$ cat src/rtl/kmeans_pkg.sv
// Shared types and constants for the k-means classification sequencer.
// State encoding, pipeline depth constants and default widths.
package kmeans_pkg;

  typedef enum logic [2:0] {
    S_IDLE,
    S_LOAD_CENT,
    S_FETCH,
    S_DRAIN,
    S_DONE
  } classify_state_t;

  localparam int RAM_RD_LATENCY      = 1;
  localparam int CLASSIFY_PIPE_DEPTH = 2;

  localparam int ADDR_WIDTH   = 8;
  localparam int COUNT_WIDTH  = 10;
  localparam int CENTROID_NUM = 8;

endpackage

$ cat src/rtl/classify_ctrl_if.sv
// Control/status bundle between classify_ctrl and the k-means datapath.
// master: sequencer side (drives strobes, tags, status); slave: host/datapath.
interface classify_ctrl_if #(
  parameter int AW = 8,
  parameter int CN = 8,
  parameter int CW = 10
) ();

  logic          start;
  logic          abort;
  logic [AW:0]   num_points;
  logic [CN-1:0] centroid_en;
  logic          ram_rd_en;
  logic [AW-1:0] ram_addr;
  logic          input_reg_en;
  logic          dist_valid;
  logic [AW-1:0] dist_index;
  logic [CW-1:0] point_count;
  logic          busy;
  logic          done;

  modport master (
    input  start,
    input  abort,
    input  num_points,
    output centroid_en,
    output ram_rd_en,
    output ram_addr,
    output input_reg_en,
    output dist_valid,
    output dist_index,
    output point_count,
    output busy,
    output done
  );

  modport slave (
    output start,
    output abort,
    output num_points,
    input  centroid_en,
    input  ram_rd_en,
    input  ram_addr,
    input  input_reg_en,
    input  dist_valid,
    input  dist_index,
    input  point_count,
    input  busy,
    input  done
  );

endinterface

$ cat src/rtl/classify_valid_pipe.sv
// Two-stage {valid, index} shift register tagging points through the datapath.
// Ports: in_valid/in_index (RAM read), s1_valid (input reg load), s2_* (dist tag).
module classify_valid_pipe
  import kmeans_pkg::*;
#(
  parameter int AW = ADDR_WIDTH
) (
  input  logic          clk,
  input  logic          rst_n,
  input  logic          flush,
  input  logic          in_valid,
  input  logic [AW-1:0] in_index,
  output logic          s1_valid,
  output logic          s2_valid,
  output logic [AW-1:0] s2_index
);

  logic [AW-1:0] s1_index;

  always_ff @(posedge clk or negedge rst_n) begin
    if (!rst_n) begin
      s1_valid <= 1'b0;
      s1_index <= '0;
      s2_valid <= 1'b0;
      s2_index <= '0;
    end else if (flush) begin
      s1_valid <= 1'b0;
      s1_index <= '0;
      s2_valid <= 1'b0;
      s2_index <= '0;
    end else begin
      s1_valid <= in_valid;
      s1_index <= in_index;
      s2_valid <= s1_valid;
      s2_index <= s1_index;
    end
  end

endmodule

$ cat src/rtl/classify_ctrl.sv
// Sequencer for k-means classification: centroid load, point streaming, drain.
// Ports: clk, rst_n, bus (start/abort/num_points in; strobes, tags, status out).
module classify_ctrl
  import kmeans_pkg::*;
#(
  parameter int addrWidth    = ADDR_WIDTH,
  parameter int centroid_num = CENTROID_NUM,
  parameter int count_width  = COUNT_WIDTH
) (
  input  logic           clk,
  input  logic           rst_n,
  classify_ctrl_if.master bus
);

  localparam int NW = addrWidth + 1;

  classify_state_t state_q, state_d;

  logic [NW-1:0]           n_q, n_d;
  logic [addrWidth-1:0]    addr_q, addr_d;
  logic [count_width-1:0]  cnt_q, cnt_d;
  logic [centroid_num-1:0] cent_q, cent_d;
  logic                    rd_q, rd_d;
  logic                    done_q, done_d;

  logic                    ire;
  logic                    dv;
  logic [addrWidth-1:0]    didx;
  logic                    kill;
  logic                    accept;
  logic                    last;

  assign kill   = bus.abort && (state_q != S_IDLE);
  assign accept = bus.start && !bus.abort;

  // Compare in NW bits so a full 2^addrWidth run ends at all-ones
  assign last = (({1'b0, addr_q}) + NW'(1)) == n_q;

  always_comb begin
    state_d = state_q;
    n_d     = n_q;
    addr_d  = addr_q;
    cnt_d   = cnt_q;

    if (dv) cnt_d = cnt_q + count_width'(1);

    unique case (state_q)
      S_IDLE: begin
        if (accept) begin
          n_d     = bus.num_points;
          cnt_d   = '0;
          state_d = S_LOAD_CENT;
        end
      end
      S_LOAD_CENT: begin
        addr_d  = '0;
        state_d = (n_q != '0) ? S_FETCH : S_DONE;
      end
      S_FETCH: begin
        if (last) state_d = S_DRAIN;
        else      addr_d  = addr_q + addrWidth'(1);
      end
      S_DRAIN: begin
        // Stage bits one cycle ahead: next s1 = rd_q, next s2 = ire
        if (!rd_q && !ire) state_d = S_DONE;
      end
      S_DONE: begin
        state_d = S_IDLE;
      end
      default: begin
        state_d = S_IDLE;
      end
    endcase

    if (kill) begin
      state_d = S_IDLE;
      cnt_d   = cnt_q;
    end
  end

  // Registered outputs decoded from the next state
  always_comb begin
    cent_d = '0;
    rd_d   = 1'b0;
    done_d = 1'b0;
    unique case (1'b1)
      (state_d == S_LOAD_CENT): cent_d = '1;
      (state_d == S_FETCH):     rd_d   = 1'b1;
      (state_d == S_DONE):      done_d = 1'b1;
      default: ;
    endcase
  end

  always_ff @(posedge clk or negedge rst_n) begin
    if (!rst_n) begin
      state_q <= S_IDLE;
      n_q     <= '0;
      addr_q  <= '0;
      cnt_q   <= '0;
      cent_q  <= '0;
      rd_q    <= 1'b0;
      done_q  <= 1'b0;
    end else begin
      state_q <= state_d;
      n_q     <= n_d;
      addr_q  <= addr_d;
      cnt_q   <= cnt_d;
      cent_q  <= cent_d;
      rd_q    <= rd_d;
      done_q  <= done_d;
    end
  end

  classify_valid_pipe #(
    .AW (addrWidth)
  ) u_pipe (
    .clk      (clk),
    .rst_n    (rst_n),
    .flush    (kill),
    .in_valid (rd_q),
    .in_index (addr_q),
    .s1_valid (ire),
    .s2_valid (dv),
    .s2_index (didx)
  );

  assign bus.centroid_en  = cent_q;
  assign bus.ram_rd_en    = rd_q;
  assign bus.ram_addr     = addr_q;
  assign bus.input_reg_en = ire;
  assign bus.dist_valid   = dv;
  assign bus.dist_index   = didx;
  assign bus.point_count  = cnt_q;
  assign bus.busy         = (state_q != S_IDLE);
  assign bus.done         = done_q;

endmodule

$ cat src/flat_wrapper.sv
// flat-port wrapper written by rule: the top's interface ports become plain ports
module classify_ctrl_flat import kmeans_pkg::*;
#(
  parameter int addrWidth    = ADDR_WIDTH,
  parameter int centroid_num = CENTROID_NUM,
  parameter int count_width  = COUNT_WIDTH
)
  (clk, rst_n, bus_start, bus_abort, bus_num_points, bus_centroid_en, bus_ram_rd_en, bus_ram_addr, bus_input_reg_en, bus_dist_valid, bus_dist_index, bus_point_count, bus_busy, bus_done);
  classify_ctrl_if #(.AW((8)), .CN((8)), .CW((10))) bus_i ();
  input  logic clk;
  input  logic rst_n;
  input wire logic [$bits(bus_i.start)-1:0] bus_start;
  input wire logic [$bits(bus_i.abort)-1:0] bus_abort;
  input wire logic [$bits(bus_i.num_points)-1:0] bus_num_points;
  output wire logic [$bits(bus_i.centroid_en)-1:0] bus_centroid_en;
  output wire logic [$bits(bus_i.ram_rd_en)-1:0] bus_ram_rd_en;
  output wire logic [$bits(bus_i.ram_addr)-1:0] bus_ram_addr;
  output wire logic [$bits(bus_i.input_reg_en)-1:0] bus_input_reg_en;
  output wire logic [$bits(bus_i.dist_valid)-1:0] bus_dist_valid;
  output wire logic [$bits(bus_i.dist_index)-1:0] bus_dist_index;
  output wire logic [$bits(bus_i.point_count)-1:0] bus_point_count;
  output wire logic [$bits(bus_i.busy)-1:0] bus_busy;
  output wire logic [$bits(bus_i.done)-1:0] bus_done;
  assign bus_i.start = bus_start;
  assign bus_i.abort = bus_abort;
  assign bus_i.num_points = bus_num_points;
  assign bus_centroid_en = bus_i.centroid_en;
  assign bus_ram_rd_en = bus_i.ram_rd_en;
  assign bus_ram_addr = bus_i.ram_addr;
  assign bus_input_reg_en = bus_i.input_reg_en;
  assign bus_dist_valid = bus_i.dist_valid;
  assign bus_dist_index = bus_i.dist_index;
  assign bus_point_count = bus_i.point_count;
  assign bus_busy = bus_i.busy;
  assign bus_done = bus_i.done;
  classify_ctrl #(.addrWidth(addrWidth), .centroid_num(centroid_num), .count_width(count_width)) u_core (.clk(clk), .rst_n(rst_n), .bus(bus_i));
endmodule
$ cat config.mk
export PLATFORM = sky130hd
export DESIGN_NAME = classify_ctrl_flat
export DESIGN_NICKNAME = d
export VERILOG_FILES = /design/src/rtl/kmeans_pkg.sv /design/src/rtl/classify_ctrl_if.sv /design/src/rtl/classify_valid_pipe.sv /design/src/rtl/classify_ctrl.sv /design/src/flat_wrapper.sv
export SDC_FILE = /design/constraint.sdc
export NUM_CORES = 1
export LEC_CHECK = 0
export ABC_AREA = 1
export CAP_MARGIN = 0
export CORE_ASPECT_RATIO = 0.7
export CORE_MARGIN = 8
export CORE_UTILIZATION = 54
export DETAILED_ROUTE_END_ITERATION = 10
export PLACE_DENSITY = 0.84
export SYNTH_ARGS = -nofsm -noshare
export SYNTH_HDL_FRONTEND = slang
export SYNTH_SLANG_ARGS = --single-unit
$ cat constraint.sdc
create_clock -name clk -period 3.9 [get_ports clk]
set_clock_uncertainty 0.05 [all_clocks]
set_input_delay 0.78 -clock clk [delete_from_list [all_inputs] [get_ports clk]]
set_output_delay 0.78 -clock clk [all_outputs]
set_load 0.05 [all_outputs]
==> results_dict.tcl <==
set metrics [dict create \
    status "finished clean" \
    die_x_um 96.6 \
    drtIter0Drc 151 \
    overflow 0 \
    max_clock_freq_ghz 0.392 \
    final.period_utilization_pct 65.4 \
    core_um2 4350 \
    grt_max_degree 52 \
    dp_cells 404 \
    routed_wl_um 5490 \
    initial_core_util_pct 56.4 \
    grt_pass1_vias 2066 \
    required_ns 3.07 \
    synth.area.top_cells "dfrtp_1, nand2_1, inv_1, nor2_1, nand3_1" \
    power.density_nw_per_um2 580 \
    finalCriticalPeriod_ns 2.55 \
    max_slew_margin_pct 27.0 \
    post_drt_wl_per_cell_um 13.3 \
    synth_seq_cells 51 \
    drive_gt1_share_pct 6.44 \
    fin_nets 371 \
    cts.sinks 51 \
    met2_usage_pct 26.9 \
    cp_slowest_cell "clkdlybuf4s50_1" \
    pre_cts_slack_ns 1.18 \
    slowest_delay_ns 0.72 \
    antenna_found_initial 0 \
    rsz0062_at_grt "false" \
    end_kind "output pin" \
    finalSetupViolations 0 \
    cp_max_fo 3 \
    diodes 0 \
    tightest_slew_ns 1.10 \
    ys_types 26 \
    die-area_um2 7000 \
    min_path_type "reg2reg" \
    syn_avg_cell_area_um2 7.95 \
    num_rows 20 \
    synth_area_leader_cell "dfrtp_1" \
    routed-via-count 2159 \
    clkTransAtPathRegs_ns 0.09 \
    layout_common_cells "nand2_1, dfrtp_1, clkdlybuf4s50_1" \
    ioPinCount 52 \
    slew_viol_final 0 \
    globalplace.congestion 0.899 \
    crit_cells 3 \
    final_cells 412 \
    track_usage_pct 16.6 \
    utilization_pct 70.3 \
    ys_warn_count 0 \
    syn_nets 324 \
    dp_hpwl_um 4100 \
    cts_buffers 5 \
    arrival_ns 1.72 \
    hold_viol_final 0 \
    vias_per_cell 5.24 \
    rrSetupSlack_ns 1.79 \
    die_h_um 72.4 \
    gr-usage-met1_pct 21.1 \
    crit_type "reg2out" \
    ant_nets 0 \
    reg2reg_depth 14 \
    synth_area_um2 2460 \
    layout_commonest_cell "nand2_1" \
    cts_tree "done" \
    drt-pass1-iter-count 5 \
    crit_end "bus_busy" \
    hold_buffers 0 \
    placed_area_um2 2960 \
    gr-usage-met3_pct 4.36 \
    cts_setup_buffers 0 \
    synthCells 309 \
    cts_resized 0 \
    reg2reg_to "u_core.bus.ram_addr[1]" \
    grt_busiest_layer "met2" \
    crit_chain "nor2_2 -> nand2_1 -> clkdlybuf4s50_1" \
    crit_start "u_core.state_q[1]" \
    cts_root_buf "clkbuf_8" \
    syn2layout_area_growth_pct 24.5 \
    worstSkewPairLatency_ns 0.30 \
    cpLargestDelayFamily "buffers and inverters" \
    seq_area_frac_synth_pct 51.9 \
    clock_path_buffers 2 \
    drc 0 \
    synth_top_area_share_pct 51.9 \
    finalPower_mw 1.78 \
    worst_setup_path_start_kind "flop" \
    fin_tns_setup_ns 0 \
    crit_buf_inv 1 \
    whs_ns 0.417 \
    r2r_start "u_core.bus.ram_addr[0]" \
    grt_pass1_wl_um 9690 \
    postLayoutCellArea_um2 3060 \
    p_leak_nw 1.47 \
    max-cap-violations 0 \
    io_buffers 51 \
    vdd_drop_max_mv 0.399 \
    h-tree-depth 2 \
    fin_ws_ns 1.35 \
]
[tightest hold or removal path, cell delays in order, from the launching register on]
cell,delay [ns]
dfrtp_1,0.36
inv_1,0.04
nor2_1,0.04
[Yosys cell counts]
cell / number
a21oi_1: 16
and3_1: 2
and3_2: 1
buf_4: 7
clkbuf_1: 4
clkinv_1: 1
dfrtp_1: 51
ha_1: 2
inv_1: 45
inv_2: 1
nand2_1: 71
nand2_2: 5
nand2_4: 2
nand3_1: 29
nand3_2: 3
nand3b_1: 1
nand4_1: 1
nor2_1: 41
nor2_2: 2
nor2_4: 1
nor3_1: 3
nor4_1: 2
o21ai_0: 14
o21ai_1: 2
xnor2_1: 1
xor2_1: 1
[layer usage]
layer	share of wire (%)	wire length (um)	vias to the layer above
li1	-	-	1048
met3	6.2	341	8
met4	1.3	74	0
met1	46	2520	1039
met5	0	0	-
met2	47	2550	64
[worst min path at each step]
stage	startpoint	end	slack [ns]	depth (start not counted)
CTS	u_core.u_pipe.s1_index[2]	u_core.u_pipe.s2_index[2]	0.42	2
global placement	u_core.u_pipe.s1_index[7]	u_core.u_pipe.s2_index[7]	0.41	2
global route	u_core.u_pipe.s1_index[2]	u_core.u_pipe.s2_index[2]	0.44	2
detailed placement	u_core.u_pipe.s1_index[2]	u_core.u_pipe.s2_index[2]	0.41	2
finish	u_core.u_pipe.s1_index[2]	u_core.u_pipe.s2_index[2]	0.42	2
floorplan	u_core.u_pipe.s1_index[0]	u_core.u_pipe.s2_index[0]	0.40	2
[flip-flops by register name, summed over array words and instances, names as in the netlist]
register	count
u_core.bus.centroid_en	1
u_core.bus.point_count	10
u_core.u_pipe.s2_valid	1
u_core.u_pipe.s1_valid	1
u_core.state_q	3
u_core.n_q	9
u_core.bus.done	1
u_core.u_pipe.s2_index	8
u_core.u_pipe.s1_index	8
u_core.bus.ram_addr	8
u_core.bus.ram_rd_en	1
[power breakdown]
group          switching (mW)  leakage (nW)  internal (mW)
Combinational           0.507         0.731          0.237
Clock                   0.168        0.0484          0.146
Sequential             0.0915         0.689          0.627
[logic make-up (layout without fill, tap and decap cells)]
logic type,count (synthesis),in the layout,synth area share [%]
adder cells (fa/ha/maj),2,2,1.02
flip-flops,51,51,51.9
AO/OA/AOI/OAI,32,32,6.52
AND/OR/NAND/NOR,164,164,29.9
buffers and inverters,58,106,9.93
XOR/XNOR,2,2,0.713
[area by class of cell]
class	count	area, um2
fillers	347	1290
clock buffers	7	86.3
clock inverters	1	8.76
well taps	55	68.8
flip-flops and latches	51	1280
inverters	47	176
multi-input cells	200	937
repair buffers	51	505
(Power assumes the default switching activity.)
